===== config.mk =====
export PLATFORM = sky130hd
export DESIGN_NAME = cp0_exception_sequencer
export DESIGN_NICKNAME = d
export VERILOG_FILES = /design/src/rtl/cp0_exception_sequencer.sv
export SDC_FILE = /design/constraint.sdc
export NUM_CORES = 1
export LEC_CHECK = 0
export ABC_AREA = 0
export CORE_AREA = 4 4 167 169
export DETAILED_ROUTE_END_ITERATION = 8
export DIE_AREA = 0 0 171 173
export GPL_ROUTABILITY_DRIVEN = 0
export PLACE_DENSITY_LB_ADDON = 0.2
export SETUP_SLACK_MARGIN = 0.5
export SLEW_MARGIN = 25
export SYNTH_ARGS = -nofsm -noshare
export SYNTH_HDL_FRONTEND = slang
export SYNTH_SLANG_ARGS = --single-unit

===== constraint.sdc =====
create_clock -name clk -period 4.82 [get_ports clk]
set_input_delay 1.446 -clock clk [delete_from_list [all_inputs] [get_ports clk]]
set_output_delay 1.446 -clock clk [all_outputs]
set_load 0.005 [all_outputs]

===== src/rtl/cp0_exception_sequencer.sv =====
// ============================================================================
// cp0_exception_sequencer
//   Arbitrates stage exceptions, interrupts and ERET for CP0, then sequences
//   the capture strobe, pipeline flush and fetch redirect.
//   Revision: 1.0
// ============================================================================
`default_nettype none

module cp0_exception_sequencer #(
  parameter int          FLUSH_CYCLES = 3,
  parameter logic [31:0] VECTOR       = 32'hBFC00380,
  parameter int          INT_W        = 6
) (
  input  logic             clk,
  input  logic             rst,
  input  logic [3:0]       ex_req,
  input  logic [19:0]      ex_code,
  input  logic [127:0]     ex_pc,
  input  logic [127:0]     ex_instr,
  input  logic [INT_W-1:0] int_pending,
  input  logic [INT_W-1:0] int_mask,
  input  logic             status_ie,
  input  logic             status_exl,
  input  logic             eret,
  input  logic [31:0]      epc_in,
  output logic             exception_abort,
  output logic             irq,
  output logic [31:0]      badvinstr_p,
  output logic [31:0]      epc_p,
  output logic [4:0]       exc_code,
  output logic             exl_set,
  output logic             exl_clr,
  output logic             flush,
  output logic             redirect_valid,
  output logic [31:0]      redirect_pc,
  output logic             busy
);

  typedef enum logic [1:0] {
    S_IDLE     = 2'd0,
    S_STROBE   = 2'd1,
    S_FLUSH    = 2'd2,
    S_REDIRECT = 2'd3
  } state_t;

  localparam logic [3:0] CNT_LOAD = 4'(FLUSH_CYCLES - 1);

  state_t      state_q;
  logic [3:0]  cnt_q;

  logic        w_int_take;
  logic        w_exc_any;
  logic [31:0] w_sel_instr;
  logic [31:0] w_sel_pc;
  logic [4:0]  w_sel_code;

  assign w_int_take = (|(int_pending & int_mask)) & status_ie & ~status_exl;
  assign w_exc_any  = |ex_req;

  // Oldest stage (M) has highest priority.
  always_comb begin
    w_sel_instr = ex_instr[31:0];
    w_sel_pc    = ex_pc[31:0];
    w_sel_code  = ex_code[4:0];
    if (ex_req[3]) begin
      w_sel_instr = ex_instr[127:96];
      w_sel_pc    = ex_pc[127:96];
      w_sel_code  = ex_code[19:15];
    end else if (ex_req[2]) begin
      w_sel_instr = ex_instr[95:64];
      w_sel_pc    = ex_pc[95:64];
      w_sel_code  = ex_code[14:10];
    end else if (ex_req[1]) begin
      w_sel_instr = ex_instr[63:32];
      w_sel_pc    = ex_pc[63:32];
      w_sel_code  = ex_code[9:5];
    end
  end

  always_ff @(posedge clk) begin
    if (rst) begin
      state_q         <= S_IDLE;
      cnt_q           <= 4'd0;
      exception_abort <= 1'b0;
      irq             <= 1'b0;
      badvinstr_p     <= 32'd0;
      epc_p           <= 32'd0;
      exc_code        <= 5'd0;
      exl_set         <= 1'b0;
      exl_clr         <= 1'b0;
      flush           <= 1'b0;
      redirect_valid  <= 1'b0;
      redirect_pc     <= 32'd0;
      busy            <= 1'b0;
    end else begin
      exception_abort <= 1'b0;
      irq             <= 1'b0;
      exl_set         <= 1'b0;
      exl_clr         <= 1'b0;
      redirect_valid  <= 1'b0;
      flush           <= 1'b0;

      case (state_q)
        S_STROBE: begin
          if (cnt_q == 4'd0) begin
            state_q        <= S_REDIRECT;
            redirect_valid <= 1'b1;
            redirect_pc    <= VECTOR;
          end else begin
            state_q <= S_FLUSH;
            flush   <= 1'b1;
          end
        end

        S_FLUSH: begin
          if (cnt_q == 4'd1) begin
            state_q        <= S_REDIRECT;
            redirect_valid <= 1'b1;
            redirect_pc    <= VECTOR;
          end else begin
            cnt_q <= cnt_q - 4'd1;
            flush <= 1'b1;
          end
        end

        // The redirect cycle doubles as an acceptance cycle, like IDLE.
        S_IDLE, S_REDIRECT: begin
          if (w_exc_any) begin
            state_q         <= S_STROBE;
            badvinstr_p     <= w_sel_instr;
            epc_p           <= w_sel_pc;
            exc_code        <= w_sel_code;
            exception_abort <= 1'b1;
            exl_set         <= 1'b1;
            flush           <= 1'b1;
            busy            <= 1'b1;
            cnt_q           <= CNT_LOAD;
          end else if (w_int_take) begin
            state_q     <= S_STROBE;
            badvinstr_p <= ex_instr[127:96];
            epc_p       <= ex_pc[127:96];
            exc_code    <= 5'd0;
            irq         <= 1'b1;
            exl_set     <= 1'b1;
            flush       <= 1'b1;
            busy        <= 1'b1;
            cnt_q       <= CNT_LOAD;
          end else if (eret) begin
            state_q        <= S_IDLE;
            exl_clr        <= 1'b1;
            redirect_valid <= 1'b1;
            redirect_pc    <= epc_in;
            flush          <= 1'b1;
            busy           <= 1'b0;
          end else begin
            state_q <= S_IDLE;
            busy    <= 1'b0;
          end
        end

        default: begin
          state_q <= S_IDLE;
          busy    <= 1'b0;
        end
      endcase
    end
  end

endmodule

`default_nettype wire


==> summary.md, run 1 <==
| Metric | Value |
|---|---|
| Unrepaired setup endpoints after global routing | `no` |
| Drt via density | `4.73` |
| Die area | `roughly 0.03 mm^2` |
| Syn Area/Cell | `8.80 um^2` |
| Final min period | `3.84 ns` |
| Setup crit end kind | `flip-flop` |
| Non-Filler Cell Area, Final | `0.0115 mm^2` |
| Worst-Skew Late Latency | `0.41 ns` |
| Number of distinct library cells after synthesis | `44` |
| Nets | `1,448` |
| Startpoint Class | `input pin` |
| Area of the core | `0.0266 mm^2` |
| Maxcap violations | `0` |
| Max Slew Vio Count | `0` |
| Final Cycle Share | `79.7%` |
| Starting Density | `23.9%` |
| Die extent in y | `173 um` |
| Status | `complete, no violations` |
| Hold Path Origin | `redirect_pc[13]` |
| Setup tns final | `0 ns` |
| Post-synth EDFFs | `0` |
| Critical path's slowest cell | `or4_2` |
| Final hold vios | `0` |
| Total number of vias | `6,945` |
| 1st-pass router iterations | `6` |
| Crit Path Max Fanout | `70` |
| Reg2reg setup slack | `1.95 ns` |
| Syn Inst Count | `722` |
| Post-synth top flop | `dfxtp_1` |
| CP Class | `in2reg` |
| Antenna cells | `0` |
| Number of port buffers | `436` |
| Num Clock Sinks | `114` |
| Worst path arrival time | `4.10 ns` |
| Async SR Flop Fraction | `0%` |
| P&R area growth vs syn | `81.4%` |
| Flops & latches, synth | `114` |
| Die X | `171 um` |
| Global route overflow | `0` |
| Worst Setup SP | `ex_req[0]` |
| Resized Gates After CTS | `0` |
| Io pins | `roughly 440` |
| Hold buffers post-CTS | `0` |
| H-tree levels | `4` |
| Starting DRT DRC Count | `260` |
| Static leakage | `4.47 nW` |
| GRT Total Usage | `17.3%` |
| DRC errors left | `0` |
| Critical Path, Cell by Cell | `clkdlybuf4s50_1, or4_1, or4_2, buf_4, a21oi_1, a211oi_2` |
| Row cnt | `60` |
| Routed wire per std cell | `18.6 um` |
| Ratio of cells with drive above 1 in the final layout | `6.74%` |
| Clock transition at the registers of the reported paths | `0.05 ns` |
| Final setup violation count | `0` |
| Register area share after synthesis | `35.9%` |
| Synthesized cell area | `0.00635 mm^2` |
| Mapped Nets | `~1,100` |
| Final ANT Viol Nets | `0` |
| Placed Area | `0.0110 mm^2` |
| Skew final | `between 0.006 and 0.007 ns` |
| HP Class | `reg2reg` |
| CTS tree | `done` |
| Vias in the first global route | `6,908` |
| Worst path max stage delay | `0.72 ns` |
| Max IR drop VDD | `~0.31 mV` |
| CP Capture Point | `badvinstr_p[27]` |
| Post-DP HPWL | `20.9 mm` |
| Setup bufs post-CTS | `0` |
| Worst R2R Start | `state_q[0]` |
| FMAX | `0.260 GHz` |
| Clock Root Buffer | `clkbuf_16` |
| Commonest non-fill, non-tap cell in the layout | `clkdlybuf4s50_1` |
| Final wirelength | `27.3 mm` |
| YS warnings | `0` |
| R2R Path End | `epc_p[12]` |
| Initial antenna violation count | `0` |
| Worst-Margin Slew | `approximately 0.94 ns` |
| Clock buffer depth | `2` |
| First-pass GRT wire length | `approximately 40 mm` |
| TritonCTS buffer count | `17` |
| Largest net degree at the start of global routing | `91` |
| Relative slew slack | `37.5%` |
| Critical Path RT | `5.08 ns` |
| Most frequent cells in the layout | `clkdlybuf4s50_1, mux2i_1, dfxtp_1` |
| Pwr per Cell Area | `459 mW/mm^2` |
| Cells on worst reg2reg path | `6` |
-- kinds of logic (layout without fill, tap and decap cells) --
kind of cell	count (synthesis)	count (layout)	share of synthesized area [%]
compound gates	273	273	28.5
mux	134	134	21.1
flops	114	114	35.9
simple gates	111	111	8.01
buf+inv	85	490	5.45
fa+ha+maj	5	5	0.985
-- cell usage after synthesis, types with 2 or more instances --
cell	n	area, um^2
a21oi_1	71	355
or4_1	2	15.0
ha_1	5	62.6
a211oi_1	61	458
clkbuf_1	59	221
dfxtp_1	114	2280
o21ai_0	74	370
a31oi_1	3	18.8
o311a_1	2	20.0
nand3_1	6	30.0
a22o_1	23	201
a211oi_2	9	113
o31ai_1	3	22.5
or3b_2	2	17.5
o221a_2	11	124
clkbuf_2	2	10.0
nand4_1	5	31.3
nor2_1	4	15.0
buf_6	2	22.5
nor4_1	4	25.0
buf_2	8	40.0
buf_1	6	22.5
inv_1	7	26.3
nor3b_1	2	15.0
and3_1	4	25.0
o31a_1	2	17.5
o21a_1	2	15.0
nand2_1	71	267
mux2i_1	134	1340
nor3_1	6	30.0
a22oi_1	5	37.5
-- state kept, by name, summed over array words and instances, names as in the netlist --
signal,flops
exc_code,5
epc_p,32
flush,1
irq,1
badvinstr_p,32
redirect_valid,1
redirect_pc,32
exl_clr,1
state_q,2
cnt_q,4
exception_abort,1
exl_set,1
busy,1
-- layer usage --
| metal | wire, um | GRT usage [%] | share of wire [%] |
|---|---|---|---|
| met1 | 10900 | 19.7 | 40 |
| met4 | 526 | 4.92 | 1.9 |
| met5 | 0 | 0 | 0 |
| met2 | 13600 | 30.5 | 50 |
| met3 | 2170 | 5.90 | 8.0 |
-- power breakdown --
| part | internal, mW | switching [mW] |
|---|---|---|
| sequential | 1.31 | 0.212 |
| combinational | 1.37 | 1.21 |
| clock | 0.722 | 0.467 |
-- critical path: cells and delay by family --
kind | cells | cell delay (ns)
and+or+nand+nor | 2 | 1.41
buffers and inverters | 2 | 0.82
AOI/OAI and AO/OA | 2 | 0.34
-- through the flow --
stage,util [%],hold WS [ns],std cells,power [mW],worst slack (ns)
3_3_place_gp,41.3,0.461,1436,4.12,0.533
3_5_place_dp,41.3,0.464,1436,4.15,0.531
2_1_floorplan,-,0.464,722,2.81,1.19
6_report,43.4,0.478,1468,5.29,0.977
4_1_cts,43.4,0.482,1468,5.38,0.972
5_1_grt,43.4,0.493,1468,5.63,0.864
-- worst min path at each step --
stage	end	slack (ns)	depth (start not counted)
2_1_floorplan	cnt_q[1]	0.46	1
3_3_place_gp	redirect_pc[13]	0.46	1
3_5_place_dp	redirect_pc[1]	0.46	1
4_1_cts	redirect_pc[1]	0.48	1
5_1_grt	redirect_pc[21]	0.49	1
6_report	redirect_pc[13]	0.48	1
-- area by class of cell --
type,instances,area [um^2]
Clock inverter,12,109
Sequential cell,114,2280
Inverter,8,30.0
Clock buffer,20,447
Tap cell,341,427
Fill cell,2676,15000
Multi-Input combinational cell,523,3750
Timing Repair Buffer,450,4480
No activity file was read; power rests on OpenSTA's default activity.
==> inputs of run 2 (changes only) <==
--- a/config.mk
+++ b/config.mk
@@ -6,9 +6,9 @@
 export NUM_CORES = 1
 export LEC_CHECK = 0
 export ABC_AREA = 0
-export CORE_AREA = 4 4 167 169
+export CORE_AREA = 4 4 166 168
 export DETAILED_ROUTE_END_ITERATION = 8
-export DIE_AREA = 0 0 171 173
+export DIE_AREA = 0 0 170 172
 export GPL_ROUTABILITY_DRIVEN = 0
 export PLACE_DENSITY_LB_ADDON = 0.2
 export SETUP_SLACK_MARGIN = 0.5
==> constraint.sdc (replaced) <==
create_clock -name clk -period 3.1 [get_ports clk]
set_input_delay 0.93 -clock clk [delete_from_list [all_inputs] [get_ports clk]]
set_output_delay 0.93 -clock clk [all_outputs]
set_load 0.005 [all_outputs]
==> run 2 against run 1 <==
  * Final area increased by 2.3%
  * Core utilization up 2.1 points
  * Count of clock-buffer cells in the layout fell by 2
  * Sequential cell count stayed put
  * Die area fell by 1.2%
  * Via count increased by 0.96%
  * Setup slack got worse by 0.42 ns
  * Clock power grew 53%
  * Combinational power rose by 69%
  * Sequential power rose by 55%
  * Highest routed layer unchanged
==> summary.md, run 2 (same netlist as run 1, synthesis figures left out) <==
| Metric | Value |
|---|---|
| Post-DP HPWL | `22.7 mm` |
| Io pins | `437` |
| Fill count | `approximately 2,600` |
| Num Clock Sinks | `114` |
| First-pass GRT wire length | `about 42 mm` |
| Worst path arrival time | `2.86 ns` |
| Largest net degree at the start of global routing | `140` |
| Most frequent cells in the layout | `clkdlybuf4s50_1, mux2i_1, dfxtp_1` |
| FMAX | `0.393 GHz` |
| H-tree levels | `4` |
| Maxcap violations | `0` |
| Total number of vias | `7,012` |
| Commonest non-fill, non-tap cell in the layout | `clkdlybuf4s50_1` |
| Hold WS | `0.478 ns` |
| Final hold vios | `0` |
| TritonCTS buffer count | `17` |
| CP Class | `in2reg` |
| Setup WS pre-CTS | `-0.329 ns` |
| Final ANT Viol Nets | `0` |
| Final Cycle Share | `82.0%` |
| Clock transition at the registers of the reported paths | `0.06 ns` |
| Setup ws final | `0.558 ns` |
| Non-filler instance count after layout | `roughly 1,500` |
| Vias in the first global route | `6,990` |
| Die extent in y | `172 um` |
| Starting DRT DRC Count | `roughly 350` |
| Starting Density | `around 25%` |
| Non-Filler Cell Area, Final | `0.0118 mm^2` |
| Worst-Skew Late Latency | `0.41 ns` |
| CTS tree | `done` |
| P_int | `about 5.5 mW` |
| Clock Root Buffer | `clkbuf_16` |
| Critical Path RT | `3.42 ns` |
| Pwr per Cell Area | `725 mW/mm^2` |
| Area of the core | `0.0259 mm^2` |
| Initial antenna violation count | `1` |
| Worst-Margin Slew | `0.706 ns` |
| Placed Area | `0.0111 mm^2` |
| Regs by FF count | `badvinstr_p: 32 flops, epc_p: 32 flops, redirect_pc: 32 flops` |
| Row cnt | `59` |
| Skew final | `0.00811 ns` |
| Status | `complete, no violations` |
| 1st-pass router iterations | `4` |
| Nets | `roughly 1,500` |
| Final setup violation count | `0` |
| Drt via density | `4.75` |
| Unrepaired setup endpoints after global routing | `yes` |
| Hold buffers post-CTS | `0` |
| Relative slew slack | `a little over half` |
| Crit Path Max Fanout | `33` |
| Switching Fraction | `a little over a third` |
| DP Cell Count | `1,443` |
| Sw Pwr | `just over 3 mW` |
| Global route overflow | `0` |
| DRC errors left | `0` |
| Power share of the sequential group | `27.5%` |
| Clk pwr share | `21.3%` |
| P&R area growth vs syn | `85.6%` |
| Final wirelength | `between 20 and 30 mm` |
| Max Slew Vio Count | `0` |
| Fin util | `45.5%` |
| Final min period | `2.54 ns` |
| Gate power share | `51.1%` |
| Max IR drop VDD | `about 0.5 mV` |
| Die area | `0.0292 mm^2` |
| Static leakage | `4.60 nW` |
| Die X | `~170 um` |
| Clock buffer depth | `2` |
| Routed wire per std cell | `19.7 um` |
| HP Class | `reg2reg` |
| GRT Total Usage | `18.5%` |
| Startpoint Class | `input pin` |
| Ratio of cells with drive above 1 in the final layout | `8.95%` |
| Setup crit end kind | `flip-flop` |
| Number of port buffers | `436` |
## run 2: metal layers
layer | track usage [%] | routed length [um] | up-vias | share of wire [%]
li1 | - | - | 3525 | -
met1 | 22.5 | 11800 | 3196 | 40
met2 | 32.1 | 14700 | 267 | 51
met3 | 5.42 | 2160 | 24 | 7.4
met4 | 5.14 | 462 | 0 | 1.6
met5 | 0 | 0 | - | 0
## run 2: through the flow
stage               TNS [ns]  power (mW)
finish                     0        8.55
floorplan                  0        4.38
global placement      -20.27        6.58
CTS                        0        8.50
global route               0        9.12
detailed placement    -20.04        6.61
## run 2: worst max-delay path: stages
cell	delay, ns
dlygate4sd2_1	0.28
or4_4	0.56
or4_4	0.47
and2_4	0.20
buf_12	0.17
a211oi_1	0.21
## run 2: layout make-up
cell class | instances | area (um^2) | share of cell area [%]
sequential | 114 | 2280 | 19.4
timing repair buffer | 464 | 4700 | 39.8
antenna | 2 | 5.00 | 0.0424
clock buffer | 18 | 429 | 3.64
clock inverter | 13 | 114 | 0.966
inverter | 8 | 30.0 | 0.255
multi-input combinational | 523 | 3820 | 32.4
tap | 335 | 419 | 3.55
## run 2: final timing paths
path | startpoint | end | slack (ns) | cells after the start
worst max-delay path | ex_req[0] | badvinstr_p[5] | 0.56 | 6
worst min-delay path | redirect_pc[6] | redirect_pc[6] | 0.48 | 1
worst max register to register | cnt_q[0] | redirect_pc[15] | 0.88 | 6
worst min register to register | redirect_pc[6] | redirect_pc[6] | 0.48 | 1
## run 2: power by group through the flow
stage / registers, mW / clock network, mW / logic, mW
global placement: 2.36 / 0 / 4.21
global route: 2.43 / 1.94 / 4.75
CTS: 2.36 / 1.88 / 4.26
detailed placement: 2.38 / 0 / 4.23
floorplan: 2.38 / 0 / 2.00
finish: 2.36 / 1.82 / 4.37
## run 2: timing repair
action | 4_1_cts | 5_1_grt
resized for setup | 6 | 13
gates cloned | 0 | 1
buffers inserted | 0 | 0
setup endpoints to repair | 82 | 62
pin swaps | 0 | 1
==> inputs of run 3 (changes only) <==
--- a/config.mk
+++ b/config.mk
@@ -6,9 +6,9 @@
 export NUM_CORES = 1
 export LEC_CHECK = 0
 export ABC_AREA = 0
-export CORE_AREA = 4 4 166 168
+export CORE_AREA = 4 4 169 171
 export DETAILED_ROUTE_END_ITERATION = 8
-export DIE_AREA = 0 0 170 172
+export DIE_AREA = 0 0 173 175
 export GPL_ROUTABILITY_DRIVEN = 0
 export PLACE_DENSITY_LB_ADDON = 0.2
 export SETUP_SLACK_MARGIN = 0.5
==> constraint.sdc (replaced) <==
create_clock -name clk -period 2.65 [get_ports clk]
set_input_delay 0.795 -clock clk [delete_from_list [all_inputs] [get_ports clk]]
set_output_delay 0.795 -clock clk [all_outputs]
set_load 0.005 [all_outputs]
==> run 3 against run 2 <==
  * Non-clock buffer count up 39
  * Highest routed layer unchanged
  * Sequential power grew 19%
  * Core utilization grew 1.7 points
  * Largest cell class unchanged
  * Combinational power rose by 51%
  * Cell count rose by 3.0%
  * Total power is 36% higher
  * Critical path depth rose by 2
  * Clock skew increased by 0.0029 ns
==> summary.md, run 3 (same netlist as run 1, synthesis figures left out) <==
| Metric | Value |
|---|---|
| Status | `complete, no violations` |
| Number of port buffers | `436` |
| 1st-pass router iterations | `4` |
| Nets | `1,501` |
| Row cnt | `60` |
| Die extent in y | `175 um` |
| Regs by FF count | `badvinstr_p: 32 flops, epc_p: 32 flops, redirect_pc: 32 flops` |
| Maxcap violations | `0` |
| Crit Path Max Fanout | `8` |
| Final hold vios | `0` |
| Final min period | `2.32 ns` |
| CP Class | `in2reg` |
| Routed wire per std cell | `roughly 20 um` |
| Placed Area | `approximately 0.011 mm^2` |
| Reg2reg setup slack | `0.53 ns` |
| Max Slew Vio Count | `0` |
| Drt via density | `4.77` |
| First-pass GRT wire length | `43.2 mm` |
| DRC errors left | `0` |
| GRT Total Usage | `18.1%` |
| Starting DRT DRC Count | `192` |
| HP Class | `reg2reg` |
| Starting Density | `23.6%` |
| Static leakage | `5.12 nW` |
| Setup tns final | `0 ns` |
| Num Clock Sinks | `114` |
| Setup ws final | `0.328 ns` |
| Clock transition at the registers of the reported paths | `approximately 0.060 ns` |
| Clock Root Buffer | `clkbuf_16` |
| P&R area growth vs syn | `99.8%` |
| Worst path arrival time | `2.65 ns` |
| Worst-Margin Slew | `0.554 ns` |
| Final ANT Viol Nets | `0` |
| Fill count | `~2,600` |
| Clock buffer depth | `2` |
| Worst-Skew Late Latency | `0.41 ns` |
| Die X | `~170 um` |
| Io pins | `between 400 and 500` |
| CP Capture Point | `badvinstr_p[9]` |
| Worst R2R Start | `cnt_q[1]` |
| Initial antenna violation count | `0` |
| Most frequent cells in the layout | `clkdlybuf4s50_1, mux2i_1, dfxtp_1` |
| Ratio of cells with drive above 1 in the final layout | `17.7%` |
| Antenna cells | `0` |
| Total number of vias | `7,248` |
| Critical Path RT | `2.98 ns` |
| TritonCTS buffer count | `17` |
| Largest net degree at the start of global routing | `122` |
| H-tree levels | `4` |
| Commonest non-fill, non-tap cell in the layout | `clkdlybuf4s50_1` |
| Relative slew slack | `62.6%` |
| Global route overflow | `0` |
| Post-DP HPWL | `21.8 mm` |
| Setup crit end kind | `flip-flop` |
| Worst Setup SP | `ex_req[2]` |
| Unrepaired setup endpoints after global routing | `yes` |
| Final wirelength | `between 20 and 30 mm` |
| Skew final | `0.0110 ns` |
| Final setup violation count | `0` |
| Final Cycle Share | `87.6%` |
| Non-Filler Cell Area, Final | `0.0127 mm^2` |
| Die area | `0.0303 mm^2` |
| R2R Path End | `redirect_pc[13]` |
| Area of the core | `0.0269 mm^2` |
| Pwr per Cell Area | `roughly 910 mW/mm^2` |
| Startpoint Class | `input pin` |
| CTS tree | `done` |
| Max IR drop VDD | `0.484 mV` |
| FMAX | `0.431 GHz` |
| Setup WS pre-CTS | `-0.577 ns` |
| Vias in the first global route | `7,420` |
| Cells on worst reg2reg path | `8` |
| Hold buffers post-CTS | `0` |
[run 3: worst min path at each step]
stage / startpoint / endpoint / slack (ns) / depth (start not counted)
after floorplan: cnt_q[1] / cnt_q[1] / 0.46 / 1
after global placement: redirect_pc[11] / redirect_pc[11] / 0.46 / 1
after detailed placement: redirect_pc[14] / redirect_pc[14] / 0.46 / 1
after CTS: redirect_pc[17] / redirect_pc[17] / 0.48 / 1
after global routing: redirect_pc[14] / redirect_pc[14] / 0.50 / 1
final: redirect_pc[14] / redirect_pc[14] / 0.47 / 1
[run 3: critical path, stage by stage]
cell and delay, ns:
buf_6 0.09, or4_4 0.55, or4_4 0.45, and2_4 0.17
buf_6 0.11, buf_12 0.13, buf_16 0.14, a211oi_2 0.20
[run 3: area by class of cell]
cell class | instances | area, um^2 | area share [%]
sequential | 114 | 2280 | 18.0
tap | 341 | 427 | 3.36
timing repair buffer | 503 | 5230 | 41.2
inverter | 8 | 30.0 | 0.237
clock inverter | 12 | 110 | 0.867
clock buffer | 20 | 447 | 3.52
multi-input combinational | 523 | 4170 | 32.8
[run 3: per-layer routing]
layer,up-vias,global-route usage [%],wire [um]
met5,-,0,0
met4,0,4.32,399
met3,23,5.80,1960
met2,265,33.5,15500
met1,3342,20.2,11900
li1,3618,-,-
[run 3: through the flow]
stage	cells	hold WS [ns]	power [mW]	util, %
after floorplan	722	0.464	5.14	-
after global placement	1462	0.460	7.69	41.9
after detailed placement	1462	0.463	7.74	41.9
after CTS	1515	0.481	11.1	46.0
after global routing	1521	0.495	12.3	47.2
final	1521	0.475	11.6	47.2
[run 3: where the power goes]
part	total (mW)	internal, mW	switching [mW]
Sequential	2.81	2.39	0.421
Clock	2.17	1.31	0.852
Combinational	6.62	3.71	2.91
[run 3: what timing repair did]
| action | in CTS | in global routing |
|---|---|---|
| buffers inserted | 12 | 2 |
| resized for setup | 106 | 61 |
| setup endpoints to repair | 104 | 113 |
| pin swaps | 16 | 13 |
| hold endpoints to repair | 0 | 0 |
| gates cloned | 9 | 4 |
